===== src/rtl/dem_element_decoder_pkg.sv =====
// Shared DEM constants and helpers, used by the element decoder and the switching tree.
package dem_pkg;

  localparam int DEM_WIDTH  = 5;
  localparam int DEM_N_ELEM = 16;
  localparam int ERR_CNT_W  = 16;
  localparam int POP_MAX    = 256;

  // Callers zero-extend their element vector to POP_MAX bits before counting.
  function automatic int unsigned popcount(input logic [POP_MAX-1:0] vec);
    int unsigned cnt;
    cnt = 0;
    for (int i = 0; i < POP_MAX; i++) begin
      if (vec[i]) cnt++;
    end
    return cnt;
  endfunction

endpackage


===== src/rtl/dem_element_decoder_usage_tracker.sv =====
// Per-element usage counters over a fixed window of valid samples; reports max-min spread.
module dem_usage_tracker #(
  parameter int N_ELEM = 16,
  parameter int WINDOW = 256
) (
  input  logic                         clk_i,
  input  logic                         reset_i,
  input  logic                         valid_i,
  input  logic [N_ELEM-1:0]            elem_i,
  input  logic                         clear_i,
  output logic [$clog2(WINDOW+1)-1:0]  spread_o,
  output logic                         spread_valid_o
);

  localparam int CNT_W = $clog2(WINDOW + 1);

  logic [CNT_W-1:0] use_q    [N_ELEM];
  logic [CNT_W-1:0] use_next [N_ELEM];
  logic [CNT_W-1:0] sample_q;
  logic [CNT_W-1:0] max_v;
  logic [CNT_W-1:0] min_v;
  logic             close_w;

  // A clear in the closing cycle cancels the window close.
  assign close_w = valid_i && !clear_i && (sample_q == CNT_W'(WINDOW - 1));

  // Spread is taken over the counts that include the current sample.
  always_comb begin
    max_v = '0;
    min_v = '1;
    for (int k = 0; k < N_ELEM; k++) begin
      use_next[k] = use_q[k] + CNT_W'(elem_i[k]);
      if (use_next[k] > max_v) max_v = use_next[k];
      if (use_next[k] < min_v) min_v = use_next[k];
    end
  end

  always_ff @(posedge clk_i or negedge reset_i) begin
    if (!reset_i) begin
      for (int k = 0; k < N_ELEM; k++) use_q[k] <= '0;
      sample_q <= '0;
    end else if (clear_i || close_w) begin
      for (int k = 0; k < N_ELEM; k++) use_q[k] <= '0;
      sample_q <= '0;
    end else if (valid_i) begin
      for (int k = 0; k < N_ELEM; k++) use_q[k] <= use_next[k];
      sample_q <= sample_q + CNT_W'(1);
    end
  end

  always_ff @(posedge clk_i or negedge reset_i) begin
    if (!reset_i) begin
      spread_o       <= '0;
      spread_valid_o <= 1'b0;
    end else begin
      spread_valid_o <= close_w;
      if (close_w) spread_o <= max_v - min_v;
    end
  end

endmodule


===== src/rtl/dem_element_decoder.sv =====
// Receive-side DEM checker: popcounts the element vector, compares it with the delayed
// reference code, counts mismatches and tracks element-usage spread.
module dem_element_decoder
  import dem_pkg::*;
#(
  parameter int WIDTH    = DEM_WIDTH,
  parameter int N_ELEM   = DEM_N_ELEM,
  parameter int TREE_LAT = 2,
  parameter int WINDOW   = 256
) (
  input  logic                         clk_i,
  input  logic                         reset_i,
  input  logic                         valid_i,
  input  logic [N_ELEM-1:0]            elem_i,
  input  logic [WIDTH-1:0]             ref_code_i,
  input  logic                         clear_i,
  output logic                         valid_o,
  output logic [WIDTH-1:0]             code_o,
  output logic                         mismatch_o,
  output logic                         err_sticky_o,
  output logic [ERR_CNT_W-1:0]         err_cnt_o,
  output logic [$clog2(WINDOW+1)-1:0]  spread_o,
  output logic                         spread_valid_o
);

  logic [WIDTH-1:0]   ref_dly;
  logic [POP_MAX-1:0] elem_ext;
  logic [WIDTH-1:0]   pop_code;
  logic               s1_valid;
  logic [WIDTH-1:0]   s1_pop;
  logic [WIDTH-1:0]   s1_ref;

  // The reference shifts every cycle so it stays aligned with the tree regardless of valid.
  if (TREE_LAT == 0) begin : g_no_dly
    assign ref_dly = ref_code_i;
  end else begin : g_dly
    logic [WIDTH-1:0] dly_q [TREE_LAT];

    always_ff @(posedge clk_i or negedge reset_i) begin
      if (!reset_i) begin
        for (int i = 0; i < TREE_LAT; i++) dly_q[i] <= '0;
      end else begin
        dly_q[0] <= ref_code_i;
        for (int i = 1; i < TREE_LAT; i++) dly_q[i] <= dly_q[i-1];
      end
    end

    assign ref_dly = dly_q[TREE_LAT-1];
  end

  always_comb begin
    elem_ext               = '0;
    elem_ext[N_ELEM-1:0]   = elem_i;
    pop_code               = WIDTH'(popcount(elem_ext));
  end

  always_ff @(posedge clk_i or negedge reset_i) begin
    if (!reset_i) begin
      s1_valid <= 1'b0;
      s1_pop   <= '0;
      s1_ref   <= '0;
    end else begin
      s1_valid <= valid_i;
      s1_pop   <= pop_code;
      s1_ref   <= ref_dly;
    end
  end

  // Popcount never exceeds N_ELEM, so an out-of-range reference mismatches naturally.
  always_ff @(posedge clk_i or negedge reset_i) begin
    if (!reset_i) begin
      valid_o    <= 1'b0;
      code_o     <= '0;
      mismatch_o <= 1'b0;
    end else begin
      valid_o    <= s1_valid;
      mismatch_o <= s1_valid && (s1_pop != s1_ref);
      if (s1_valid) code_o <= s1_pop;
    end
  end

  always_ff @(posedge clk_i or negedge reset_i) begin
    if (!reset_i) begin
      err_cnt_o    <= '0;
      err_sticky_o <= 1'b0;
    end else if (clear_i) begin
      err_cnt_o    <= '0;
      err_sticky_o <= 1'b0;
    end else if (mismatch_o) begin
      err_sticky_o <= 1'b1;
      if (err_cnt_o != {ERR_CNT_W{1'b1}}) err_cnt_o <= err_cnt_o + ERR_CNT_W'(1);
    end
  end

  dem_usage_tracker #(
    .N_ELEM (N_ELEM),
    .WINDOW (WINDOW)
  ) u_usage (
    .clk_i          (clk_i),
    .reset_i        (reset_i),
    .valid_i        (valid_i),
    .elem_i         (elem_i),
    .clear_i        (clear_i),
    .spread_o       (spread_o),
    .spread_valid_o (spread_valid_o)
  );

endmodule


===== config.mk =====
export PLATFORM = sky130hd
export DESIGN_NAME = dem_element_decoder
export DESIGN_NICKNAME = d
export VERILOG_FILES = /design/src/rtl/dem_element_decoder_pkg.sv /design/src/rtl/dem_element_decoder_usage_tracker.sv /design/src/rtl/dem_element_decoder.sv
export SDC_FILE = /design/constraint.sdc
export NUM_CORES = 1
export LEC_CHECK = 0
export BUFFER_PORTS_ARGS = -buffer_cell sky130_fd_sc_hd__buf_2
export CORE_ASPECT_RATIO = 1.25
export CORE_MARGIN = 2
export CORE_UTILIZATION = 50
export DETAILED_ROUTE_END_ITERATION = 7
export PLACE_DENSITY = 0.69
export RECOVER_POWER = 25
export SYNTH_ARGS = -nofsm -noshare
export SYNTH_HDL_FRONTEND = slang
export SYNTH_SLANG_ARGS = --single-unit

===== constraint.sdc =====
create_clock -name clk_i -period 33 [get_ports clk_i]
set_input_delay 3.3 -clock clk_i [delete_from_list [all_inputs] [get_ports clk_i]]
set_output_delay 3.3 -clock clk_i [all_outputs]
set_load 0.02 [all_outputs]

# Word-level counts from Yosys, hierarchy flattened
# Cells that the tools add are included.
[totals] reg_bits=208 wordCells=164
[op_classes] add_sub_neg=34 order_cmp=32 n_eq_ne=3 muxes=57 n_reduce_logical=9
[op_table] op="two-way mux 9 bit" count=34
[op_table] op="two-way mux 144 bit" count=2
[op_table] op="adder 9 x 1 -> 9 bit" count=16
[op_table] op="greater-than comparator 9 bit" count=15
[op_table] op="less-than comparator 9 bit" count=15
[op_table] op="two-way mux 5 bit" count=15
[op_table] op="adder 5 x 1 -> 5 bit, second input constant" count=14
[op_table] op="two-way mux 16 bit" count=3
[op_table] op="adder 16 x 1 -> 16 bit, second input constant" count=1
[op_table] op="!= test 16 bit, second input constant" count=1
[op_table] op="adder 9 x 1 -> 9 bit, second input constant" count=1
[op_table] op="equality test 9 x 8 -> 1 bit, second input constant" count=1
[op_table] op="greater-than comparator 9 x 1 -> 1 bit, second input constant" count=1
[op_table] op="less-than comparator 9 bit, second input constant" count=1
[op_table] op="subtractor 9 bit" count=1
[op_table] op="nonzero test 2 bit" count=3
[op_table] op="!= test 5 bit" count=1
[op_table] op="logical AND 1 bit" count=3
[op_table] op="two-way mux 1 bit" count=3
[op_table] op="adder 1 x 1 -> 2 bit, second input constant" count=1
[op_table] op="AND reduction 2 bit" count=1
[op_table] op="zero test 1 bit" count=1
[op_table] op="logical OR 1 bit" count=1

# Longest topological paths before layout
[depth] depth_word=34 mapped_depth=174 depth_no_buf=162

# Modules after synthesis
# Synthesis repeated with hierarchy kept, for this count alone.
[unflattened] cells_unflattened=2877 area_unflattened_um2=23593.9
[by_module_without_submodules] mod="dem_usage_tracker" instances=1 cells_per_inst=2507 area_each_um2=20176.9 seq_area_each_um2=4078.9
[by_module_without_submodules] mod="dem_element_decoder" instances=1 cells_per_inst=370 area_each_um2=3417.0 seq_area_each_um2=1126.1

# Worst setup path after synthesis
# No wires, ideal clock.
[synth_path] path_type="input port to flip-flop" start="in elem_i[0]" end="reg u_usage.spread_o[8]" setup_ps=124 t_arrival_ps=34134 path_slack_ps=-1258 cell_stages=157 path_buffers=13 path_cell_list="ha_1 > ha_1 > nand3_1 > nor3_1 > xnor2_1 > ha_1 > nand4_1 > a31oi_1 > o21a_1 > mux2_2 > ha_1 > and3_1 > o21ai_0 > a31oi_1 > o22ai_1 > buf_2 > buf_1 > o211ai_1 > (+121 left out) > o21ai_0 > a21boi_0 > o32a_1 > buf_1 > clkbuf_1 > nand2_1 > o31ai_1 > fa_1 > a21o_1 > a21o_1 > a21o_1 > a21oi_1 > nor2b_1 > o21ai_0 > nand2b_1 > nand2_1 > nor4_1 > a211o_1"
[synth_between] elab_chain_cells=34 word_cells_on_any_way=66 cone_classes="add/sub: 2; order compare: 32; mux: 32"
[synth_lines] element="start, declared" line_no="dem_element_decoder.sv:14" rtl="input logic [N_ELEM-1:0] elem_i,"
[synth_lines] element="adder 9 x 1 -> 9 bit (*)" line_no="dem_element_decoder_usage_tracker.sv:32" rtl="use_next[k] = use_q[k] + CNT_W'(elem_i[k]);"
[synth_lines] element="greater-than comparator 9 x 1 -> 1 bit or less-than comparator 9 bit (tied branches)" line_no="dem_element_decoder_usage_tracker.sv:33, dem_element_decoder_usage_tracker.sv:34"
[synth_lines] element="two-way mux 9 bit (on tied branches)" line_no="dem_element_decoder_usage_tracker.sv:33, dem_element_decoder_usage_tracker.sv:34"
[synth_lines] element="greater-than comparator 9 bit or less-than comparator 9 bit (tied branches)" line_no="dem_element_decoder_usage_tracker.sv:33, dem_element_decoder_usage_tracker.sv:34"
[synth_lines] element="two-way mux 9 bit (on tied branches)" line_no="dem_element_decoder_usage_tracker.sv:33, dem_element_decoder_usage_tracker.sv:34"
[synth_lines] element="greater-than comparator 9 bit or less-than comparator 9 bit (tied branches)" line_no="dem_element_decoder_usage_tracker.sv:33, dem_element_decoder_usage_tracker.sv:34"
[synth_lines] element="two-way mux 9 bit (on tied branches)" line_no="dem_element_decoder_usage_tracker.sv:33, dem_element_decoder_usage_tracker.sv:34"
[synth_lines] element="greater-than comparator 9 bit or less-than comparator 9 bit (tied branches)" line_no="dem_element_decoder_usage_tracker.sv:33, dem_element_decoder_usage_tracker.sv:34"
[synth_lines] element="(+18 left out)"
[synth_lines] element="two-way mux 9 bit (on tied branches)" line_no="dem_element_decoder_usage_tracker.sv:33, dem_element_decoder_usage_tracker.sv:34"
[synth_lines] element="greater-than comparator 9 bit or less-than comparator 9 bit (tied branches)" line_no="dem_element_decoder_usage_tracker.sv:33, dem_element_decoder_usage_tracker.sv:34"
[synth_lines] element="two-way mux 9 bit (on tied branches)" line_no="dem_element_decoder_usage_tracker.sv:33, dem_element_decoder_usage_tracker.sv:34"
[synth_lines] element="greater-than comparator 9 bit or less-than comparator 9 bit (tied branches)" line_no="dem_element_decoder_usage_tracker.sv:33, dem_element_decoder_usage_tracker.sv:34"
[synth_lines] element="two-way mux 9 bit (on tied branches)" line_no="dem_element_decoder_usage_tracker.sv:33, dem_element_decoder_usage_tracker.sv:34"
[synth_lines] element="greater-than comparator 9 bit or less-than comparator 9 bit (tied branches)" line_no="dem_element_decoder_usage_tracker.sv:33, dem_element_decoder_usage_tracker.sv:34"
[synth_lines] element="two-way mux 9 bit (on tied branches)" line_no="dem_element_decoder_usage_tracker.sv:33, dem_element_decoder_usage_tracker.sv:34"
[synth_lines] element="subtractor 9 bit (*)" line_no="dem_element_decoder_usage_tracker.sv:57" rtl="if (close_w) spread_o <= max_v - min_v;"
[synth_lines] element="end signal, assigned" line_no="dem_element_decoder_usage_tracker.sv:57"
[synth_lines] element="end, declared" line_no="dem_element_decoder_usage_tracker.sv:11" rtl="output logic [$clog2(WINDOW+1)-1:0] spread_o,"
# Mark *: on every way between the ends. The rest lies on a longest branch, timed or not.
# A chain may end at the register's enable or synchronous reset.

# Final worst setup path
[layout_path] start="in elem_i[1]" end="reg u_usage.spread_o[8]"
[layout_between] elab_chain_cells=32 word_cells_on_any_way=62 cone_classes="add/sub: 2; order compare: 30; mux: 30"
[layout_lines] element="adder 9 x 1 -> 9 bit (*)" line_no="dem_element_decoder_usage_tracker.sv:32"
[layout_lines] element="greater-than comparator 9 bit or less-than comparator 9 bit (tied branches)" line_no="dem_element_decoder_usage_tracker.sv:33, dem_element_decoder_usage_tracker.sv:34"
[layout_lines] element="two-way mux 9 bit (on tied branches)" line_no="dem_element_decoder_usage_tracker.sv:33, dem_element_decoder_usage_tracker.sv:34"
[layout_lines] element="greater-than comparator 9 bit or less-than comparator 9 bit (tied branches)" line_no="dem_element_decoder_usage_tracker.sv:33, dem_element_decoder_usage_tracker.sv:34"
[layout_lines] element="two-way mux 9 bit (on tied branches)" line_no="dem_element_decoder_usage_tracker.sv:33, dem_element_decoder_usage_tracker.sv:34"
[layout_lines] element="greater-than comparator 9 bit or less-than comparator 9 bit (tied branches)" line_no="dem_element_decoder_usage_tracker.sv:33, dem_element_decoder_usage_tracker.sv:34"
[layout_lines] element="two-way mux 9 bit (on tied branches)" line_no="dem_element_decoder_usage_tracker.sv:33, dem_element_decoder_usage_tracker.sv:34"
[layout_lines] element="greater-than comparator 9 bit or less-than comparator 9 bit (tied branches)" line_no="dem_element_decoder_usage_tracker.sv:33, dem_element_decoder_usage_tracker.sv:34"
[layout_lines] element="(+16 left out)"
[layout_lines] element="two-way mux 9 bit (on tied branches)" line_no="dem_element_decoder_usage_tracker.sv:33, dem_element_decoder_usage_tracker.sv:34"
[layout_lines] element="greater-than comparator 9 bit or less-than comparator 9 bit (tied branches)" line_no="dem_element_decoder_usage_tracker.sv:33, dem_element_decoder_usage_tracker.sv:34"
[layout_lines] element="two-way mux 9 bit (on tied branches)" line_no="dem_element_decoder_usage_tracker.sv:33, dem_element_decoder_usage_tracker.sv:34"
[layout_lines] element="greater-than comparator 9 bit or less-than comparator 9 bit (tied branches)" line_no="dem_element_decoder_usage_tracker.sv:33, dem_element_decoder_usage_tracker.sv:34"
[layout_lines] element="two-way mux 9 bit (on tied branches)" line_no="dem_element_decoder_usage_tracker.sv:33, dem_element_decoder_usage_tracker.sv:34"
[layout_lines] element="greater-than comparator 9 bit or less-than comparator 9 bit (tied branches)" line_no="dem_element_decoder_usage_tracker.sv:33, dem_element_decoder_usage_tracker.sv:34"
[layout_lines] element="two-way mux 9 bit (on tied branches)" line_no="dem_element_decoder_usage_tracker.sv:33, dem_element_decoder_usage_tracker.sv:34"
[layout_lines] element="subtractor 9 bit (*)" line_no="dem_element_decoder_usage_tracker.sv:57"
# Marks and branches as above.

==> results.toml <==
[yosys]
synth_seq_cells = 208
synthTopCellsByCount = "nor2_1 (333), ha_1 (313), nand2_1 (281), xor2_1 (216), dfrtp_1 (208)"
synth_edf_count = 0
yosys.area.top_type = "dfrtp_1"
syn_area_sq_um = 22800
async_flop_share_pct = 100
seq_area_frac_synth_pct = 22.8
synthCells = 2768
synth_flop_cell = "dfrtp_1"
synth_warnings = 0
syn_nets = 3107
yosysTopAreaCellShare_pct = 22.8
syn_area_per_cell_sq_um = 8.25
synth.most_common_cell = "nor2_1"
yosys-top-cells-area = "dfrtp_1 (23%), ha_1 (17%), xor2_1 (8.3%)"
ys_types = 104

[global_routing]
antenna_found_initial = 0
grt_max_degree = 92
grt_pass1_wl_mm = 108
track_usage_pct = 28.0
grt_pass1_vias = 21000
gr-total-overflow = 0

[die]
die_w_um = 195
die_h_um = 243
dieArea_sq_um = 47400
core_sq_um = 45100
io_pins = 59
start_util_pct = 50.7
fp-row-count = 87

[timing]
period_share_pct = 97.5
setup_violations = 0
min_period_ns = 32.17
tightest_slew_ns = 5.33
final_max_slew_viol_count = 92
hold_violations = 0
fmax_mhz = 31.1
slew-limit-headroom_pct = -255
fin_setup_tns_ns = 0
finClkSkew_ns = 0.0396
timing.final.ws_setup_ns = 0.829

[clock_network]
clkLatencyLatePin_ns = 0.60
cts_tree = "done"
numCtsBuffers = 26
holdBufCountCts = 0
htree_levels = 1
clock-root-buffer = "clkbuf_16"
cts.path.max_buffers = 3
clkTransAtPathRegs_ns = 0.06
clock-sinks = 208

[placement]
pre_cts_ws_ns = -0.860
hpwl_mm = 53.7
place_area_sq_um = 25000
portBuffers = 58
place_congestion = 0.980

[flow_run]
cap_violations = 1

[finish]
fin_nets = 3347
antennaDiodeCount = 0
post-route-cell-area_sq_um = 27300
syn2layout_area_growth_pct = 19.4
drive_gt1_share_pct = 19.4
nFillCells = 3973

[routing]
drc = 0
drt-vias-per-instance = 5.97
ant_nets = 0
via_count = 21500
wl_mm = 69.0
drt_iter0_markers = 1132
first_pass_iters = 5
wl_per_cell_um = 19.1

[setup_path]
cp.arrival_ns = 32.62
worstSetupPathType = "primary input to flop"
slowest_delay_ns = 0.44
cp-start-kind = "primary input"
cp_max_fo = 10
cp_common_cell = "o21a_1"
worstSetupEndpointType = "flop"
worstPathRequired_ns = 33.45
slowest_stage = "o41a_1"
r2r_setup_slack_ns = 3.25

[status]
status = "finished with violations"
violations = "max-capacitance violations, max-slew violations"

[hold_path]
hp-class = "flop to flop"
==> sequential cells by signal (all words and copies together), names as in the netlist <==
register / count
err_cnt_o: 16
s1_pop: 5
g_dly.dly_q: 5
s1_ref: 5
valid_o: 1
code_o: 5
u_usage.sample_q: 9
mismatch_o: 1
ref_dly: 5
u_usage.spread_o: 9
u_usage.spread_valid_o: 1
s1_valid: 1
u_usage.use_q: 144
err_sticky_o: 1
==> worst max-delay path, delay by kind of cell <==
family / cells / cell delay, ns
AND/OR/NAND/NOR: 41 / 6.35
adder cells (fa/ha/maj): 18 / 5.22
AO/OA/AOI/OAI: 78 / 15.13
multiplexers: 2 / 0.53
buffers and inverters: 13 / 1.76
XOR/XNOR: 1 / 0.24
==> cells in the final DEF (no fill, tap or decap), drive strengths merged, types with 34 or more instances in the layout <==
cell and count:
nor2 334, ha 313, buf 311, nand2 282, xor2 218, dfrtp 208, inv 144, o21ai 122
nand4 97, a21oi 97, nand3 91, xnor2 80, a21o 72, mux2i 68, o21a 56, and3 41
and2 36, o211ai 35, clkbuf 35, nor3 34
==> cells by family (layout without fill, tap and decap cells) <==
family | Yosys count | count (layout) | synth area share [%]
flops | 208 | 208 | 22.8
simple gates | 1005 | 1007 | 20.5
xor+xnor | 303 | 303 | 12.5
mux | 94 | 94 | 4.26
fa+ha+maj | 314 | 314 | 17.2
buf+inv | 245 | 503 | 4.09
compound gates | 599 | 599 | 18.7
==> repair_timing <==
item                       CTS  global route
pin swaps                    2            64
resized for setup            8           173
cloned                       0             4
setup endpoints to repair    4             9
buffers inserted             1            61
==> per-stage QoR <==
| stage | std cells | utilization, % | hold slack (ns) |
|---|---|---|---|
| final | 3606 | 60.5 | 0.349 |
| after floorplan | 2768 | - | 0.331 |
| after global routing | 3606 | 60.5 | 0.355 |
| after global placement | 3492 | 55.5 | 0.334 |
| after detailed placement | 3492 | 55.5 | 0.339 |
| after CTS | 3541 | 57.6 | 0.352 |
==> area by class of cell <==
cell class                      count  area, sq um  share of cell area [%]
Multi-Input combinational cell   2317        17600                    64.6
Sequential cell                   208         5200                    19.1
Timing Repair Buffer              314         2270                    8.32
Clock buffer                       33          727                    2.67
Tap cell                          578          723                    2.65
Inverter                          141          529                    1.94
Clock inverter                     15          206                   0.757
==> layer usage <==
layer  global-route usage [%]  share of wire (%)  vias to the layer above
met3                     2.64                4.0                      209
met4                     14.4                5.5                        0
li1                         -                  -                    10400
met2                     51.4                 51                      595
met5                        0                  0                        -
met1                     32.2                 40                    10300
==> final timing paths <==
| check | end | start | cells after the start |
|---|---|---|---|
| worst min register to register | ref_dly[4] | g_dly.dly_q[9] | 0 |
| worst min-delay path | ref_dly[4] | g_dly.dly_q[9] | 0 |
| worst max-delay path | u_usage.spread_o[8] | elem_i[1] | 153 |
| min in group asynchronous | ref_dly[3] | reset_i | 1 |
| max in group asynchronous | u_usage.use_q[55] | reset_i | 1 |
| worst max register to register | u_usage.spread_o[8] | u_usage.use_q[126] | 152 |
Power is not shown: default switching activity piles up to over one toggle a cycle in this logic, so the estimate is an artifact.
